[config.mk]
export PLATFORM = sky130hd
export DESIGN_NAME = bus_arbiter_flat
export DESIGN_NICKNAME = d
export VERILOG_FILES = /design/src/rtl/bus_arbiter_if.sv /design/src/rtl/bus_arbiter.sv /design/src/flat_wrapper.sv
export SDC_FILE = /design/constraint.sdc
export NUM_CORES = 1
export LEC_CHECK = 0
export ABC_AREA = 1
export CAP_MARGIN = 30
export CORE_ASPECT_RATIO = 0.9
export CORE_MARGIN = 5
export CORE_UTILIZATION = 62
export DETAILED_ROUTE_END_ITERATION = 12
export DONT_BUFFER_PORTS = 1
export GPL_TIMING_DRIVEN = 0
export PLACE_DENSITY = 0.86
export SLEW_MARGIN = 20
export SYNTH_ARGS = -nofsm -noshare
export SYNTH_HDL_FRONTEND = slang
export SYNTH_SLANG_ARGS = --single-unit
[constraint.sdc]
create_clock -name clk -period 2.4 [get_ports clk]
set_clock_uncertainty 0.05 [all_clocks]
set_input_delay 0.24 -clock clk [delete_from_list [all_inputs] [get_ports clk]]
set_output_delay 0.24 -clock clk [all_outputs]
set_load 0.05 [all_outputs]
[src/rtl/bus_arbiter_if.sv]
// ============================================================================
// Module      : bus_arbiter_if
// Description : Request/grant bundle between the bus masters and the arbiter.
// Revision    : 1.0 - initial release
// ============================================================================
`default_nettype none

interface bus_arbiter_if;
    logic [3:0] req_;
    logic [3:0] grnt_;
    logic [1:0] m_sel;
    logic       owned;
    logic       tmo;
    logic [1:0] tmo_id;

    // Arbiter side
    modport slave (
        input  req_,
        output grnt_,
        output m_sel,
        output owned,
        output tmo,
        output tmo_id
    );

    // Requesting-master side
    modport master (
        output req_,
        input  grnt_,
        input  m_sel,
        input  owned,
        input  tmo,
        input  tmo_id
    );
endinterface

`default_nettype wire

[src/rtl/bus_arbiter.sv]
// ============================================================================
// Module      : bus_arbiter
// Description : Four-master round-robin bus arbiter with hold-time revocation.
// Revision    : 1.0 - initial release
// ============================================================================
`default_nettype none

module bus_arbiter #(
    parameter int unsigned MAX_HOLD = 256
) (
    input  wire logic           clk,
    input  wire logic           rst,
    bus_arbiter_if.slave        bus
);

    localparam logic [15:0] c_HOLD_LIMIT = 16'(MAX_HOLD - 32'd1);
    localparam bit          c_TMO_EN     = (MAX_HOLD != 0);

    typedef enum logic [0:0] {
        IDLE  = 1'b0,
        GRANT = 1'b1
    } state_t;

    state_t      r_state;
    logic [1:0]  r_owner;
    logic [1:0]  r_ptr;
    logic [15:0] r_hold_cnt;
    logic [3:0]  r_grnt;
    logic [1:0]  r_m_sel;
    logic        r_tmo;
    logic [1:0]  r_tmo_id;

    state_t      w_state;
    logic [1:0]  w_owner;
    logic [1:0]  w_ptr;
    logic [15:0] w_hold_cnt;
    logic [3:0]  w_grnt;
    logic [1:0]  w_m_sel;
    logic        w_tmo;
    logic [1:0]  w_tmo_id;

    logic        w_found;
    logic [1:0]  w_pick;

    // Returns {found, index}; scanning backwards leaves the lowest offset from start as winner.
    function automatic logic [2:0] arbitrate(input logic [3:0] req_n, input logic [1:0] start);
        logic [2:0] result;
        logic [1:0] idx;
        result = {1'b0, start};
        for (int i = 3; i >= 0; i--) begin
            idx = start + 2'(i);
            if (!req_n[idx]) begin
                result = {1'b1, idx};
            end
        end
        return result;
    endfunction

    always_comb begin
        {w_found, w_pick} = arbitrate(bus.req_, r_ptr);
    end

    always_comb begin
        w_state    = r_state;
        w_owner    = r_owner;
        w_ptr      = r_ptr;
        w_hold_cnt = r_hold_cnt;
        w_grnt     = r_grnt;
        w_m_sel    = r_m_sel;
        w_tmo      = 1'b0;
        w_tmo_id   = r_tmo_id;

        case (r_state)
            IDLE: begin
                w_grnt = 4'b1111;
                if (w_found) begin
                    w_grnt     = ~(4'b0001 << w_pick);
                    w_owner    = w_pick;
                    w_m_sel    = w_pick;
                    w_hold_cnt = 16'd0;
                    w_ptr      = w_pick + 2'd1;
                    w_state    = GRANT;
                end
            end
            GRANT: begin
                if (bus.req_[r_owner]) begin
                    // Release wins over a coincident timeout; hand over without an idle cycle.
                    if (w_found) begin
                        w_grnt     = ~(4'b0001 << w_pick);
                        w_owner    = w_pick;
                        w_m_sel    = w_pick;
                        w_hold_cnt = 16'd0;
                        w_ptr      = w_pick + 2'd1;
                    end else begin
                        w_grnt  = 4'b1111;
                        w_state = IDLE;
                    end
                end else if (c_TMO_EN && (r_hold_cnt == c_HOLD_LIMIT)) begin
                    w_grnt   = 4'b1111;
                    w_tmo    = 1'b1;
                    w_tmo_id = r_owner;
                    w_state  = IDLE;
                end else if (r_hold_cnt != 16'hFFFF) begin
                    w_hold_cnt = r_hold_cnt + 16'd1;
                end
            end
            default: begin
                w_grnt  = 4'b1111;
                w_state = IDLE;
            end
        endcase
    end

    always_ff @(posedge clk) begin
        if (rst) begin
            r_state    <= IDLE;
            r_owner    <= 2'd0;
            r_ptr      <= 2'd0;
            r_hold_cnt <= 16'd0;
            r_grnt     <= 4'b1111;
            r_m_sel    <= 2'd0;
            r_tmo      <= 1'b0;
            r_tmo_id   <= 2'd0;
        end else begin
            r_state    <= w_state;
            r_owner    <= w_owner;
            r_ptr      <= w_ptr;
            r_hold_cnt <= w_hold_cnt;
            r_grnt     <= w_grnt;
            r_m_sel    <= w_m_sel;
            r_tmo      <= w_tmo;
            r_tmo_id   <= w_tmo_id;
        end
    end

    assign bus.grnt_  = r_grnt;
    assign bus.m_sel  = r_m_sel;
    assign bus.owned  = ~&r_grnt;
    assign bus.tmo    = r_tmo;
    assign bus.tmo_id = r_tmo_id;

endmodule

`default_nettype wire

[src/flat_wrapper.sv]
// flat-port wrapper written by rule: the top's interface ports become plain ports
module bus_arbiter_flat 
#(
    parameter int unsigned MAX_HOLD = 256
)
  (clk, rst, bus_req_, bus_grnt_, bus_m_sel, bus_owned, bus_tmo, bus_tmo_id);
  bus_arbiter_if bus_i ();
  input  wire logic clk;
  input  wire logic rst;
  input wire logic [$bits(bus_i.req_)-1:0] bus_req_;
  output wire logic [$bits(bus_i.grnt_)-1:0] bus_grnt_;
  output wire logic [$bits(bus_i.m_sel)-1:0] bus_m_sel;
  output wire logic [$bits(bus_i.owned)-1:0] bus_owned;
  output wire logic [$bits(bus_i.tmo)-1:0] bus_tmo;
  output wire logic [$bits(bus_i.tmo_id)-1:0] bus_tmo_id;
  assign bus_i.req_ = bus_req_;
  assign bus_grnt_ = bus_i.grnt_;
  assign bus_m_sel = bus_i.m_sel;
  assign bus_owned = bus_i.owned;
  assign bus_tmo = bus_i.tmo;
  assign bus_tmo_id = bus_i.tmo_id;
  bus_arbiter #(.MAX_HOLD(MAX_HOLD)) u_core (.clk(clk), .rst(rst), .bus(bus_i));
endmodule
==> results of run 1 <==
[worst max-delay path, cell delays in order (launching register included)]
cell and delay [ns]:
sky130_fd_sc_hd__dfxtp_2 0.56, sky130_fd_sc_hd__inv_1 0.12, sky130_fd_sc_hd__nand2_1 0.08, sky130_fd_sc_hd__nand3_1 0.07, sky130_fd_sc_hd__nand2_1 0.21, sky130_fd_sc_hd__nand2_1 0.17, sky130_fd_sc_hd__a31oi_2 0.34, sky130_fd_sc_hd__inv_1 0.14
sky130_fd_sc_hd__o21ai_1 0.11, sky130_fd_sc_hd__nand3_1 0.08
[cells in the mapped netlist, types with 2 or more instances]
master and count:
sky130_fd_sc_hd__xor2_1 9, sky130_fd_sc_hd__dfxtp_1 28, sky130_fd_sc_hd__o21ai_0 7, sky130_fd_sc_hd__o31ai_1 2
sky130_fd_sc_hd__nor2_1 39, sky130_fd_sc_hd__nor3_1 9, sky130_fd_sc_hd__o211ai_1 2, sky130_fd_sc_hd__xnor2_1 2
sky130_fd_sc_hd__nand2_1 94, sky130_fd_sc_hd__clkbuf_1 4, sky130_fd_sc_hd__nand2_2 6, sky130_fd_sc_hd__inv_2 5
sky130_fd_sc_hd__nand4_1 5, sky130_fd_sc_hd__a21oi_1 6, sky130_fd_sc_hd__inv_1 34, sky130_fd_sc_hd__nor3_4 2
sky130_fd_sc_hd__o21ai_1 3, sky130_fd_sc_hd__nor2_2 5, sky130_fd_sc_hd__o22ai_1 7, sky130_fd_sc_hd__nand3_1 29
[cell families after synthesis]
group / synth area share, %
and+or+nand+nor: 47.1
buffers and inverters: 8.66
AOI/OAI and AO/OA: 9.44
DFF: 29.2
xor gates and xnor gates: 5.01
adders and majority gates: 0.651
[timing repair]
action,in CTS,in global routing
gates resized for setup,0,2
hold buffers,1,0
buffers inserted,0,0
setup endpoints to repair,0,15
hold endpoints to repair,3,0
[final timing paths]
path	from	endpoint	cells after the start
worst max-delay path	u_core.bus.m_sel[0]$_SDFFE_PP0P_	u_core.bus.grnt_[0]$_SDFFE_PP1P_	9
worst min-delay path	rst	u_core.bus.m_sel[1]$_SDFFE_PP0P_	3
worst max register to register	u_core.bus.m_sel[0]$_SDFFE_PP0P_	u_core.bus.grnt_[0]$_SDFFE_PP1P_	9
worst min register to register	u_core.r_hold_cnt[0]$_SDFFE_PP0P_	u_core.r_hold_cnt[0]$_SDFFE_PP0P_	2
[flip-flops by register name, summed over array words and instances, names as in the netlist]
register           flops
u_core.bus.tmo         1
u_core.r_hold_cnt     16
u_core.bus.grnt_       4
u_core.r_state         1
u_core.r_ptr           2
u_core.bus.tmo_id      2
u_core.bus.m_sel       2
[per-layer routing]
layer / part of all wire [%] / up-vias
met4: 0.94 / 0
met3: 7.0 / 4
li1: - / 1001
met2: 45 / 75
met1: 47 / 905
met5: 0 / -
[power by group through the flow]
stage	combinational (mW)	clock, mW	sequential, mW
detailed placement	0.739	0	0.743
CTS	0.744	0.322	0.732
global route	0.849	0.348	0.746
global placement	0.728	0	0.741
finish	0.754	0.311	0.736
floorplan	0.619	0	0.724
[cell type report]
cell class	instances	area, um2
plain buffers	5	20.0
multi-input cells	238	1190
repair buffers	1	10.0
clock buffers	3	22.5
inverters	39	146
flip-flops and latches	28	563
well taps	42	52.6
clock inverters	1	30.0
fillers	282	980
[stage by stage]
stage	total power [mW]	hold WS [ns]	setup WS, ns	instances
floorplan	1.34	0.259	0.494	310
global placement	1.47	0.261	0.205	352
detailed placement	1.48	0.262	0.168	352
CTS	1.80	0.0735	0.138	357
global route	1.94	0.0867	0.184	357
finish	1.80	0.0859	0.364	357
==> flow_results.org, run 1 <==
** Run status
- The flow ran to the end, and the final reports show no timing, DRC or antenna violations.

** Finish
- Layout overhead on the synthesized area :: 6.12%
- Of the cells placed in the final design, the portion with a size suffix greater than 1 is about 9.8%.
- At the end of the flow, the number of nets in the layout was between 300 and 400.
- Commonest non-fill, non-tap cell in the layout :: sky130_fd_sc_hd__nand2_1
- Total non-filler cell area in the finished layout :: about 2000 um2
- The repair_antennas step left the layout with diodes totalling 0.
- Final Util :: 67.6%
- Leaving out fill and tap cells, the most frequent cells in the layout are sky130_fd_sc_hd__nand2_1 (94), sky130_fd_sc_hd__nor2_1 (39), sky130_fd_sc_hd__inv_1 (34).

** Worst setup path
- CP Max Fanout :: 6
- Critical Path RT :: 2.56 ns
- The worst setup path is launched from a flop.
- The worst register-to-register path has a setup slack of between 0.3 and 0.4 ns.
- Type of the worst setup path :: reg -> reg
- STA puts the critical path data arrival time at between 2 and 2.5 ns.
- Crit path capture type :: flop

** STA
- The worst path in the final design needs a cycle of slightly above 2 ns, including I/O delays and setup.
- Setup repair after global routing left no endpoint under its margin.
- Final Slew Violations :: 0
- Final-layout setup total negative slack :: 0 ns
- Finish-stage setup viols :: 0
- Transition time of the tightest slew-check pin :: 0.623 ns
- Measured against its own limit, the worst slew margin works out to between 50% and 60%.
- Achievable clock frequency :: ~490 MHz
- The final hold violation count was 0.
- The worst path uses between 80% and 90% of the clock period.

** CTS
- Clock tree from TritonCTS :: built
- Clock tree sinks :: 28
- Latest clock arrival within the worst-skew pair :: between 0.3 and 0.4 ns
- The tree is rooted in a sky130_fd_sc_hd__clkbuf_4.
- H-tree depth :: 1
- Clock transition time at the flip-flop clock pins of the worst setup and hold paths :: about 0.15 ns
- Buffers inserted during clock tree synthesis total 3.
- The longest clock path from root to sink contains 2 buffers.

** Global route
- For this run the aggregate overflow at the end of global routing stands at 0.
- Global router's overall resource usage :: a little under a quarter
- The first global-routing pass estimated 7.95 mm of wire.
- Layer carrying the most global-route usage :: met2
- Number of global-route vias before repair :: around 1900
- Pin count of the biggest net entering global routing :: 17
- The initial antenna violation count was 0.
- Global routing used under 10% of the available met3 tracks.
- For this run, global-route usage on met1 was measured as 33.1%.
- Global routing used roughly 34% of the available met2 tracks.

** Power and ir drop
- Total leakage power :: approximately 0.9 nW
- Sequential fraction of design power :: between 40 and 50%
- Internal power contribution :: ~0.91 mW
- Switching Fraction :: roughly half
- In this run, the clock network consumes between 10% and 20% of the power.
- Total power divided by cell area :: approximately 880 nW/um2
- Portion of total power attributed to combinational logic :: between 40% and 50%
- Switching power of the nets :: roughly 0.9 mW
- IR analysis of the VDD net gives a maximum drop of approximately 0.91 mV.

** Synthesis
- Counting every net in the synthesized netlist gives between 300 and 400.
- Post-synthesis cell type with the largest combined area :: sky130_fd_sc_hd__dfxtp_1
- Post-synthesis sequential area ratio :: ~29%
- Synth Cell Area :: between 1500 and 2000 um2
- Number of enable-type register cells in the synthesized netlist :: 0
- In this run, synthesis produced a sequential element count of 28.
- For this run, the leading register cell type out of synthesis is sky130_fd_sc_hd__dfxtp_1.
- Mean area per synthesized cell :: 6.20 um2
- The top cell type by area accounts for 29.2% of the synthesized area.
- Synthesis Warnings :: 0
- Synthesis produced a netlist whose cell count is a little over 300.
- Number of library cell types mapped by synthesis :: 32
- Counting flops with an async set or reset pin after synthesis yields a share of 0%.
- Leading cell types by total area after synthesis :: sky130_fd_sc_hd__dfxtp_1 (29%), sky130_fd_sc_hd__nand2_1 (18%), sky130_fd_sc_hd__nor2_1 (7.6%), sky130_fd_sc_hd__nand3_1 (7.6%), sky130_fd_sc_hd__inv_1 (6.6%)

** Floorplanning
- Starting Density :: between 60% and 70%
- After floorplanning, the core was divided into 19 placement rows.
- During I/O placement, the number of pins put on the boundary was 16.
- The floorplan step set the die height to 62.8 um.
- Die outline area :: 4310 um2
- The die is between 60 and 70 um wide.
- Area of the core :: between 3000 and 4000 um2

** Route
- Summed over all layers, the routed wires come to about 4.4 mm.
- Vias :: 1985
- Number of detailed-routing iterations run before antenna repair :: 4
- After detailed routing, the number of vias per cell comes to 5.56.
- In this run the remaining antenna-violating nets after routing total 0.
- After the first detailed-routing iteration, the DRC count stood at approximately 180.
- Number of remaining DRC errors :: 0
- Wirelength per Cell :: 12.3 um

** Placed design
- Routability-driven placement finished with a final weighted congestion of 0.960.
- Detailed placement finished with a half-perimeter wire length of 3.33 mm.
- Post-placement cell area :: 1970 um2
- Number of input and output port buffers inserted :: 0

** Flow run
- The tool flagged a number of max-cap violations equal to 0.

** Min path
- Type of the worst min-delay path :: in -> reg
(Power assumes the default switching activity.)
==> run 2, diff against run 1 <==
--- a/config.mk
+++ b/config.mk
@@ -5,15 +5,15 @@
 export SDC_FILE = /design/constraint.sdc
 export NUM_CORES = 1
 export LEC_CHECK = 0
-export ABC_AREA = 1
+export ABC_AREA = 0
 export CAP_MARGIN = 30
 export CORE_ASPECT_RATIO = 0.9
 export CORE_MARGIN = 5
-export CORE_UTILIZATION = 62
+export CORE_UTILIZATION = 56
 export DETAILED_ROUTE_END_ITERATION = 12
 export DONT_BUFFER_PORTS = 1
 export GPL_TIMING_DRIVEN = 0
-export PLACE_DENSITY = 0.86
+export PLACE_DENSITY = 0.82
 export SLEW_MARGIN = 20
 export SYNTH_ARGS = -nofsm -noshare
 export SYNTH_HDL_FRONTEND = slang
==> constraint.sdc (replaced) <==
create_clock -name clk -period 1.8 [get_ports clk]
set_clock_uncertainty 0.05 [all_clocks]
set_input_delay 0.18 -clock clk [delete_from_list [all_inputs] [get_ports clk]]
set_output_delay 0.18 -clock clk [all_outputs]
set_load 0.05 [all_outputs]
==> flow_results.org, run 2 <==
** Run status
- Result of the run :: finished with violations
- Violations in the final reports :: negative setup slack

** STA
- Final-report hold violation count :: 0 (unchanged)
- Final critical-path share of the clock period :: 139% (+54 points)
- The number of pins with negative max-slew slack in the final report is 0 (unchanged).
- Setup ws final :: -0.698 ns (-1.06 ns)
- The accumulated negative setup slack is -12.76 ns (-12.76 ns).
- Unrepaired setup endpoints after global routing :: true
- Transition time of the tightest slew-check pin :: 0.744 ns (+0.121 ns)
- Relative slew slack :: 50.4% (-8.0 points)
- Achievable clock frequency :: 400 MHz (-18%)
- Hold WS :: 0.200 ns (+0.114 ns)
- The number of setup violations in the final report was 28 (+28).
- The final critical delay including setup and external delays was 2.50 ns (+0.462 ns).

** Global route
- The initial antenna violation count came to 0 (unchanged).
- Global route overflow :: 0 (unchanged)
- The pin count of the biggest net entering global routing was 16 (-1).
- The aggregate global-route resource usage came to 25.4% (+2.4 points).
- The via count of the first global-routing pass was 1633 (-12%).
- The first-pass GRT wire length is 7.58 mm (-4.6%).

** Route
- The final routed DRC violation total was 0 (unchanged).
- The number of nets with antenna violations after routing came to 0 (unchanged).
- The detailed-route vias per instance came to 7.66 (+38%).
- The number of DRC violations after detailed-routing iteration 0 is 187 (+2.2%).
- The wire length reported by the detailed router is 5.38 mm (+23%).
- The detailed-routing iteration count for the pre-antenna-repair pass came to 7 (+3).
- Vias :: 1778 (-10%)
- Wirelength per Cell :: 23.2 um (+89%)

** Finish
- The antenna diode count was 0 (unchanged).
- Layout overhead on the synthesized area :: 34.1%
- Final Util :: 76.9% (+9.3 points)
- Number of flip-flops under the largest register name :: 16 (unchanged)
- Number of nets in the layout :: 210 (-35%)
- Leaving out fill and tap cells, the most frequent cell in the layout is sky130_fd_sc_hd__dfxtp_1.
- Leaving out fill and tap cells, the most frequent cells in the layout are sky130_fd_sc_hd__dfxtp_1 (20), sky130_fd_sc_hd__buf_4 (11), sky130_fd_sc_hd__buf_6 (11).
- Register with the most flip-flops :: u_core.r_hold_cnt
- The post-layout instance count excluding filler cells came to 232 (-35%).
- Ratio of cells with drive above 1 in the final layout :: 42.6% (+33 points)
- Count of fill cells added during filler insertion :: 160 (-43%)

** Synthesis
- The adder and majority cell fraction of the synthesized area was 0.814% (+0.16 points).
- The count of unique library cells instantiated by Yosys is 52 (+63%).
- The number of synthesized flops with an enable pin came to 0 (unchanged).
- Among all flip-flop cells after synthesis, the most frequent one is sky130_fd_sc_hd__dfxtp_1.
- Yosys reg bits :: 28 (unchanged)
- The netlist area before placement came to 1540 um2 (-20%).
- The complex-gate fraction of the synthesized area is 29.3% (+20 points).
- Xor-xnor portion of the synthesized cell area :: 0.570% (-4.4 points)
- After synthesis, the cell types taking the most area are sky130_fd_sc_hd__dfxtp_1 (36%), sky130_fd_sc_hd__o31ai_1 (7.3%), sky130_fd_sc_hd__a21oi_1 (3.3%), sky130_fd_sc_hd__nand3_1 (3.3%), sky130_fd_sc_hd__nand2_1 (3.2%).
- The number of instances in the synthesized netlist was 183 (-41%).
- FFs w/ async S/R, synth :: 0% (unchanged)
- The mux cell area share after synthesis was 1.47% (+1.5 points).
- The register area share after synthesis came to 36.5% (+7.3 points).
- Synthesis Warnings :: 0 (unchanged)
- Nets in the synthesized netlist :: 190 (-40%)
- The average cell area after synthesis was 8.40 um2 (+35%).
- Largest family of logic cells by synthesized area :: compound AO/OA/AOI/OAI gates
- After synthesis, the most frequently instantiated cells are sky130_fd_sc_hd__dfxtp_1 (28), sky130_fd_sc_hd__o31ai_1 (15), sky130_fd_sc_hd__nand2_1 (13).
- Synth top area share :: 36.5% (+7.3 points)
- Post-synthesis cell type with the largest combined area :: sky130_fd_sc_hd__dfxtp_1
- Most numerous cell in the Yosys netlist :: sky130_fd_sc_hd__dfxtp_1
- Post-Synth Simple-Gate Area :: 24.9% (-22 points)

** Floorplanning
- The area of the die is 3890 um2 (-9.8%).
- The core footprint is 2680 um2 (-11%).
- Die outline width :: 65.2 um (-5.1%)
- Die height :: 59.7 um (-5.0%)
- Starting Density :: 57.3% (-6.3 points)
- The cell row count came to 18 (-1).
- The count of pins on the block boundary came to 16 (unchanged).

** Power and ir drop
- The reported leakage power came to 0.728 nW (-19%).
- Total power divided by cell area :: 697 nW/um2 (-21%)
- The total power after layout is 1.44 mW (-20%).
- Max IR drop VDD :: 0.834 mV (-8.6%)

** Worst setup path
- Crit path capture type :: flop
- Nature of the critical path startpoint :: flop
- Endpoint of the most critical setup path :: u_core.r_hold_cnt[13]$_SDFFE_PP0P_
- The largest individual stage delay along the critical path comes from the cell sky130_fd_sc_hd__mux4_2.
- Count of cells along the worst register-to-register path :: 8 (-1)
- Counting stages on the worst path, the most repeated cell is sky130_fd_sc_hd__buf_6.
- Worst r2r dst :: u_core.r_hold_cnt[13]$_SDFFE_PP0P_
- The setup slack of the worst register-to-register path came to -0.70 ns (-1.06 ns).
- The critical path in this run is classified as reg -> reg.
- Startpoint of the most critical register-to-register path :: u_core.bus.m_sel[0]$_SDFFE_PP0P_
- Data arrival time of the critical path :: 2.70 ns (+0.50 ns)
- Critical Path RT :: 2.01 ns (-0.55 ns)
- CP Max Fanout :: 8 (+2)
- The critical path starts at u_core.bus.m_sel[0]$_SDFFE_PP0P_.
- The signal on the critical path passes through mux4_2 -> buf_6 -> buf_6 -> nor4b_4 -> buf_6 -> a31oi_4 -> o31ai_4 -> o41ai_1.
- The longest individual stage delay on the worst path came to 0.61 ns (+0.05 ns).

** CTS
- The maximum clock insertion buffer count was 2 (unchanged).
- H-tree depth :: 1 (unchanged)
- Root Buffer :: sky130_fd_sc_hd__clkbuf_4
- Clock tree sinks :: 28 (unchanged)
- Clock transition time at the flip-flop clock pins of the worst setup and hold paths :: 0.17 ns (+0.02 ns)
- The number of buffers inserted by hold repair at cts was 0 (-1).
- Clock tree from TritonCTS :: built
- The number of buffers added by the clock tree synthesis step was 3 (unchanged).
- The clock latency of the later-clocked register in the worst-skew pair is 0.35 ns (+0.02 ns).

** Min path
- Type of the worst min-delay path :: in -> reg

** Placed design
- Number of input and output port buffers inserted :: 0 (unchanged)
- The half-perimeter wire length after placement came to 2.76 mm (-17%).
- Last weighted congestion value of the routability-driven placer :: 0.788 (-18%)
- The number of instances in the placed design is 213 (-39%).

** Flow run
- The max-cap check violation count was 0 (unchanged).
==> run 2: worst min-delay path by stage <==
stage | depth (start not counted) | slack (ns) | startpoint | to
finish | 2 | 0.20 | bus_req_[2] | u_core.r_hold_cnt[1]$_SDFFE_PP0P_
global route | 2 | 0.24 | bus_req_[2] | u_core.r_hold_cnt[1]$_SDFFE_PP0P_
CTS | 2 | 0.18 | bus_req_[2] | u_core.r_hold_cnt[1]$_SDFFE_PP0P_
detailed placement | 1 | 0.41 | u_core.r_hold_cnt[5]$_SDFFE_PP0P_ | u_core.r_hold_cnt[5]$_SDFFE_PP0P_
global placement | 1 | 0.40 | u_core.r_hold_cnt[5]$_SDFFE_PP0P_ | u_core.r_hold_cnt[5]$_SDFFE_PP0P_
floorplan | 1 | 0.38 | u_core.r_hold_cnt[5]$_SDFFE_PP0P_ | u_core.r_hold_cnt[5]$_SDFFE_PP0P_
==> run 2: worst max-delay path, delay by kind of cell, from the launching register on <==
kind                   cells  cell delay (ns)
AND/OR/NAND/NOR            1             0.29
buffers and inverters      3             0.45
AO/OA/AOI/OAI              3             0.49
multiplexers               1             0.61
flip-flops                 1             0.50
==> run 2: kinds of logic after synthesis <==
logic type               after synthesis
adder cells (fa/ha/maj)                1
AO/OA/AOI/OAI                         63
multiplexers                           1
buffers and inverters                 19
XOR/XNOR                               1
flip-flops                            28
AND/OR/NAND/NOR                       70
==> run 2: routing by layer <==
layer | routed length (um) | track usage, % | vias to the layer above
met3 | 535 | 5.45 | 38
met5 | 0 | 0 | -
li1 | - | - | 750
met2 | 2530 | 43.4 | 150
met1 | 2050 | 30.6 | 840
met4 | 262 | 12.1 | 0
==> run 2: report_power, final <==
group / internal (mW) / leakage (nW) / switching [mW]
clock: 0.124 / 0.0210 / 0.208
sequential: 0.657 / 0.228 / 0.108
combinational: 0.148 / 0.479 / 0.192
total: 0.929 / 0.728 / 0.508
==> run 2: area by class of cell <==
class                   instances  area (um2)  area share (%)
plain buffers                   7        55.1            2.67
repair buffers                 20         188            9.11
multi-input cells             136        1140            55.4
clock buffers                   4        36.3            1.76
flip-flops and latches         28         576            27.9
inverters                       7        26.3            1.28
well taps                      30        37.5            1.82
==> run 2: timing repair <==
item / in CTS / in global routing
endpoints found under the hold margin: 0 / 0
pin swaps: 19 / 6
resized for setup: 51 / 38
cloned: 1 / 0
setup buffers: 13 / 6
endpoints found under the setup margin: 29 / 28
==> run 2: per-stage QoR <==
stage / worst slack, ns / cell area, um2
2_1_floorplan: -0.518 / 1560
3_3_place_gp: -0.684 / 1590
3_5_place_dp: -0.760 / 1590
4_1_cts: -0.618 / 1900
5_1_grt: -0.752 / 2060
6_report: -0.698 / 2060
